<file path="src/rtl/wb_port_arbiter.sv">
`default_nettype none
// ============================================================================
// Module      : wb_port_arbiter
// Description : Shares the register-file write port between the pipeline
//               writeback stage and a multi-cycle unit.  MCU results are
//               buffered in a small FIFO; the pipeline has priority, and an
//               anti-starvation counter stalls the pipeline for one cycle so
//               a waiting FIFO head can drain.
// Revision    : 1.0 - initial release
// ============================================================================
module wb_port_arbiter #(
    parameter int XLEN         = 64,
    parameter int FIFO_DEPTH   = 2,
    parameter int STARVE_LIMIT = 4
) (
    input  logic            clk,
    input  logic            rst,
    input  logic            RegWrite_W,
    input  logic [4:0]      Rd_W,
    input  logic [XLEN-1:0] Result_W,
    input  logic            MC_Valid,
    output logic            MC_Ready,
    input  logic [4:0]      MC_Rd,
    input  logic [XLEN-1:0] MC_Data,
    input  logic [4:0]      Rs1_D,
    input  logic [4:0]      Rs2_D,
    output logic            PendHit_D,
    output logic            Stall_WB,
    output logic            RF_WE,
    output logic [4:0]      RF_Rd,
    output logic [XLEN-1:0] RF_WD
);

    localparam int c_PTR_W = (FIFO_DEPTH > 1) ? $clog2(FIFO_DEPTH) : 1;
    localparam int c_CNT_W = $clog2(FIFO_DEPTH + 1);
    localparam int c_STV_W = $clog2(STARVE_LIMIT + 1);
    localparam logic [c_CNT_W-1:0] c_DEPTH = c_CNT_W'(FIFO_DEPTH);
    localparam logic [c_STV_W-1:0] c_LIMIT = c_STV_W'(STARVE_LIMIT);

    // FIFO storage; live marks entries whose write has not been superseded
    logic [4:0]            rd_q   [FIFO_DEPTH];
    logic [4:0]            rd_d   [FIFO_DEPTH];
    logic [XLEN-1:0]       data_q [FIFO_DEPTH];
    logic [XLEN-1:0]       data_d [FIFO_DEPTH];
    logic [FIFO_DEPTH-1:0] live_q, live_d;
    logic [c_PTR_W-1:0]    rd_ptr_q, rd_ptr_d;
    logic [c_PTR_W-1:0]    wr_ptr_q, wr_ptr_d;
    logic [c_CNT_W-1:0]    count_q, count_d;
    logic [c_STV_W-1:0]    starve_q, starve_d;

    logic w_full;
    logic w_empty;
    logic w_head_live;
    logic w_head_dead;
    logic w_stall;
    logic w_pipe_req;
    logic w_pipe_wr;
    logic w_head_grant;
    logic w_pop;
    logic w_push;
    logic w_enq;

    // Arbitration decode: who owns the write port this cycle
    always_comb begin
        w_full       = (count_q == c_DEPTH);
        w_empty      = (count_q == '0);
        w_head_live  = !w_empty && live_q[rd_ptr_q];
        w_head_dead  = !w_empty && !live_q[rd_ptr_q];
        w_stall      = !rst && w_head_live && (starve_q == c_LIMIT);
        w_pipe_req   = !rst && RegWrite_W && (Rd_W != 5'd0);
        w_pipe_wr    = w_pipe_req && !w_stall;
        w_head_grant = !rst && (w_stall || (!w_pipe_req && w_head_live));
        // A killed head leaves without touching the port
        w_pop        = w_head_grant || (!rst && w_head_dead);
        // Full blocks acceptance even when a pop frees a slot this cycle
        w_push       = !rst && MC_Valid && !w_full;
        w_enq        = w_push && (MC_Rd != 5'd0);
    end

    // Port outputs, combinational from state and current inputs
    always_comb begin
        MC_Ready  = !rst && !w_full;
        Stall_WB  = w_stall;
        RF_WE     = w_head_grant || w_pipe_wr;
        RF_Rd     = w_head_grant ? rd_q[rd_ptr_q]   : Rd_W;
        RF_WD     = w_head_grant ? data_q[rd_ptr_q] : Result_W;
        PendHit_D = 1'b0;
        for (int i = 0; i < FIFO_DEPTH; i++) begin
            if (!rst && live_q[i] && (rd_q[i] != 5'd0) &&
                ((rd_q[i] == Rs1_D) || (rd_q[i] == Rs2_D))) begin
                PendHit_D = 1'b1;
            end
        end
    end

    // FIFO next state: pop, enqueue, then kill entries the pipeline supersedes
    always_comb begin
        rd_d     = rd_q;
        data_d   = data_q;
        live_d   = live_q;
        rd_ptr_d = rd_ptr_q;
        wr_ptr_d = wr_ptr_q;
        count_d  = count_q;

        if (w_pop) begin
            live_d[rd_ptr_q] = 1'b0;
            rd_ptr_d         = rd_ptr_q + c_PTR_W'(1);
        end
        if (w_enq) begin
            rd_d[wr_ptr_q]   = MC_Rd;
            data_d[wr_ptr_q] = MC_Data;
            live_d[wr_ptr_q] = 1'b1;
            wr_ptr_d         = wr_ptr_q + c_PTR_W'(1);
        end
        // The pipeline instruction is younger than anything buffered, so its
        // write makes older results to the same register obsolete.
        for (int i = 0; i < FIFO_DEPTH; i++) begin
            if (w_pipe_wr && (rd_d[i] == Rd_W)) begin
                live_d[i] = 1'b0;
            end
        end

        case ({w_enq, w_pop})
            2'b10:   count_d = count_q + c_CNT_W'(1);
            2'b01:   count_d = count_q - c_CNT_W'(1);
            default: count_d = count_q;
        endcase
    end

    // Starvation counter: counts cycles a non-empty FIFO fails to pop
    always_comb begin
        if (w_empty || w_pop) begin
            starve_d = '0;
        end else if (starve_q == c_LIMIT) begin
            starve_d = starve_q;
        end else begin
            starve_d = starve_q + c_STV_W'(1);
        end
    end

    // State registers; payload storage needs no reset since live gates it
    always_ff @(posedge clk) begin
        rd_q   <= rd_d;
        data_q <= data_d;
        if (rst) begin
            live_q   <= '0;
            rd_ptr_q <= '0;
            wr_ptr_q <= '0;
            count_q  <= '0;
            starve_q <= '0;
        end else begin
            live_q   <= live_d;
            rd_ptr_q <= rd_ptr_d;
            wr_ptr_q <= wr_ptr_d;
            count_q  <= count_d;
            starve_q <= starve_d;
        end
    end

endmodule
`default_nettype wire

</file>
<file path="config.mk">
export PLATFORM = sky130hd
export DESIGN_NAME = wb_port_arbiter
export DESIGN_NICKNAME = d
export VERILOG_FILES = /design/src/rtl/wb_port_arbiter.sv
export SDC_FILE = /design/constraint.sdc
export NUM_CORES = 1
export LEC_CHECK = 0
export CORE_UTILIZATION = 25
export CTS_BUF_LIST = sky130_fd_sc_hd__clkbuf_8
export CTS_CLUSTER_DIAMETER = 40
export DETAILED_ROUTE_END_ITERATION = 10
export PLACE_DENSITY_LB_ADDON = 0.25
export SLEW_MARGIN = 20
export SYNTH_ARGS = -nofsm -noshare
export SYNTH_HDL_FRONTEND = slang
export SYNTH_SLANG_ARGS = --single-unit
</file>
<file path="constraint.sdc">
create_clock -name clk -period 4.5 [get_ports clk]
set_clock_uncertainty 0.15 [all_clocks]
set_input_delay 0.9 -clock clk [delete_from_list [all_inputs] [get_ports clk]]
set_output_delay 0.9 -clock clk [all_outputs]
set_load 0.03 [all_outputs]
</file>
==> results.json <==
{
  "outcome": "finished, violations left",
  "violations": "design-rule violations",
  "max-slew-margin-rel": 0.4220,
  "total_leakage_power_uw": 0.003441,
  "cap_violations": 0,
  "die_w_um": 165.5,
  "syn_nets": 697,
  "fmax_ghz": 0.2433,
  "p_sw_uw": 1214,
  "num_rows": 59,
  "grt_pass1_wl_mm": 24.91,
  "antenna_found_initial": 0,
  "port_buffers": 224,
  "drv_slew": 0,
  "cp.arrival_ns": 3.06,
  "fin_ws_ns": 0.3893,
  "initial_core_util": 0.2559,
  "p_int_uw": 2523,
  "ys_seq_area_frac": 0.6317,
  "drc": 20,
  "ys_warn_count": 0,
  "h-tree-depth": 4,
  "clock_path_buffers": 2,
  "end_kind": "primary output",
  "finalHoldViolations": 0,
  "grt_pass1_vias": 4628,
  "r2r_slack_ns": 2.10,
  "worstMarginPinSlew_ns": 0.8670,
  "die_y_um": 165.5,
  "cts_buffers": 17,
  "required_ns": 3.45,
  "dr_wl_met2_mm": 8.208,
  "power.share.clock": 0.239,
  "swShare": 0.3248,
  "rsz0062_at_grt": "no",
  "root_buffer": "clkbuf_8",
  "ys.flop_type": "edfxtp_1",
  "highest_layer": "met4",
  "crit_path_start_kind": "input port",
  "syn_inst": 542,
  "routed-via-count": 4864,
  "hold_depth": 1,
  "synth_area_um2": 6686,
  "fin_cells": 1115,
  "ctsResizeCount": 0,
  "p_seq_frac": 0.463,
  "r2r_start": "count_q[1]$_SDFFE_PP0P_",
  "postSynthAreaPerCell_um2": 12.34,
  "ant_nets": 0,
  "tns_ns": 0,
  "startpoint": "Rd_W[4]",
  "layout_min_cycle_time_ns": 4.111,
  "min_from": "starve_q[0]$_SDFFE_PP0P_",
  "hpwl_mm": 11.87,
  "grt_use_total": 0.1212,
  "setup_violations": 0,
  "nNetsFinal": 922,
  "post-place-ws_ns": 0.3936,
  "dr.pass1.iters": 8,
  "core_um2": 26130,
  "area_growth_pct": 43.02,
  "dieArea_um2": 27400,
  "cts_sinks": 147,
  "met3_wirelength_um": 963,
  "holdWs_ns": 0.2973,
  "synth_cell_types": 50,
  "grt_overflow": 0,
  "drt_iter0_drc": 231,
  "postCtsSetupBuffers": 0,
  "ioPinCount": 225,
  "synth-seq-cells": 147,
  "cts_tree": "yes",
  "met1_length_mm": 7.268,
  "wl_per_cell_um": 14.87,
  "wirelength_mm": 16.58,
  "holdPathEnd": "starve_q[0]$_SDFFE_PP0P_",
  "rr_worst_depth": 7,
  "drive_gt1_frac": 0.1628,
  "fin_util": 0.3659,
  "dp_cells": 1083,
  "r2r-end": "live_q[0]$_SDFF_PP0_",
  "clk_latency_ns": 0.43,
  "hp-class": "reg2reg",
  "power_density_nw_per_um2": 390.8,
  "crit_fanout": 60,
  "path_clk_slew_ns": 0.09,
  "grt_start_max_net_pins": 66,
  "holdBufCountCts": 0,
  "period_share": 0.9135,
  "synth_edf_count": 128,
  "antenna_cells": 0,
  "via_per_inst": 4.362,
  "critPathKind": "in2out",
  "p_comb_frac": 0.298,
  "vdd_drop_max_uv": 146.6,
  "gp_congestion": 0.8252,
  "async_reset_ff_frac": 0
}
cell families (layout without fill, tap and decap cells):
family / count (synthesis) / after routing / share of synthesized area
flip-flops: 147 / 147 / 0.6317
XOR/XNOR: 29 / 29 / 0.03799
AND/OR/NAND/NOR: 133 / 133 / 0.08982
AO/OA/AOI/OAI: 114 / 114 / 0.1018
adder cells (fa/ha/maj): 3 / 3 / 0.005614
multiplexers: 70 / 70 / 0.1048
buffers and inverters: 46 / 284 / 0.02826
cell type report:
cell class / instances / area (µm²)
clock buffer: 17 / 234.0
clock inverter: 15 / 106.4
fill: 2602 / 16570
inverter: 11 / 43.79
multi-input combinational: 349 / 2285
sequential: 147 / 4228
tap: 335 / 419.2
timing repair buffer: 241 / 2247
cells in the mapped netlist, drive strengths merged (2+ instances only):
library cell / n / area share
nand3: 9 / 0.0067
nor2: 13 / 0.0073
buf: 12 / 0.0088
a211o: 2 / 0.0026
dfxtp: 19 / 0.057
nand2b: 2 / 0.0019
clkbuf: 23 / 0.013
nor3b: 2 / 0.0022
nor3: 8 / 0.0075
nor4: 2 / 0.0019
nor2b: 5 / 0.0047
mux2i: 70 / 0.10
a22o: 6 / 0.0079
or3: 2 / 0.0019
ha: 3 / 0.0056
inv: 11 / 0.0066
xor2: 13 / 0.017
o221ai: 2 / 0.0026
edfxtp: 128 / 0.57
xnor2: 16 / 0.021
a31oi: 2 / 0.0019
o21bai: 2 / 0.0022
nand2: 81 / 0.045
or4: 5 / 0.0062
o21ai: 81 / 0.062
a21oi: 5 / 0.0037
worst max-delay path: stages:
cell,delay [ns]
clkdlybuf4s50_1,0.61
nor3_1,0.13
a211o_1,0.39
o21ai_4,0.21
buf_12,0.23
buf_4,0.18
nand2_1,0.05
o21ai_0,0.12
buf_4,0.23
per-stage QoR:
stage          cell area (µm²)  power [µW]
2_1_floorplan             6686        2451
3_3_place_gp              9223        2896
3_5_place_dp              9223        2891
4_1_cts                   9563        3803
5_1_grt                   9563        3947
6_report                  9563        3737
worst max-delay path by stage:
stage	cells after the start	endpoint	slack (ns)
finish	9	RF_Rd[0]	0.39
floorplan	9	RF_WD[43]	0.75
global route	9	RF_WD[57]	0.19
global placement	9	RF_WD[2]	0.44
CTS	9	RF_WD[2]	0.38
detailed placement	9	RF_WD[2]	0.39
power by group through the flow:
| stage | combinational, µW | clock, µW | sequential, µW |
|---|---|---|---|
| 2_1_floorplan | 761 | 0 | 1690 |
| 3_3_place_gp | 1140 | 0 | 1760 |
| 3_5_place_dp | 1130 | 0 | 1760 |
| 4_1_cts | 1140 | 939 | 1730 |
| 5_1_grt | 1210 | 989 | 1740 |
| 6_report | 1110 | 892 | 1730 |
layer usage:
metal / vias to the layer above / track usage
met2: 133 / 0.1991
met4: 0 / 0.04298
met3: 8 / 0.03596
met1: 2262 / 0.1502
li1: 2461 / -
met5: - / 0
layout by cell type (no fill, tap or decap), types with 2 or more instances in the layout:
master and n:
nand2b_1 2, o21bai_1 2, or4_1 4, nand3_1 9, buf_4 82, clkbuf_8 17, or3_1 2, nor4_1 2
nor3b_1 2, edfxtp_1 128, clkinv_2 2, nor3_1 6, o21ai_0 78, xnor2_1 16, mux2i_1 70, nor3_2 2
o21ai_4 2, a211o_1 2, clkinvlp_4 6, buf_12 4, a22o_1 6, nand2_1 81, o221ai_1 2, a21oi_1 5
ha_1 3, a31oi_1 2, inv_6 4, dfxtp_1 18, clkdlybuf4s50_1 155, nor2_1 13, nor2b_1 5, inv_1 10
xor2_1 13
flip-flops by register name, summed over array words and instances, names as in the netlist:
signal	flops
data_q	128
live_q	2
rd_q	10
rd_ptr_q	1
starve_q	3
wr_ptr_q	1
count_q	2
Note: power is estimated with default switching activity, not from simulation.
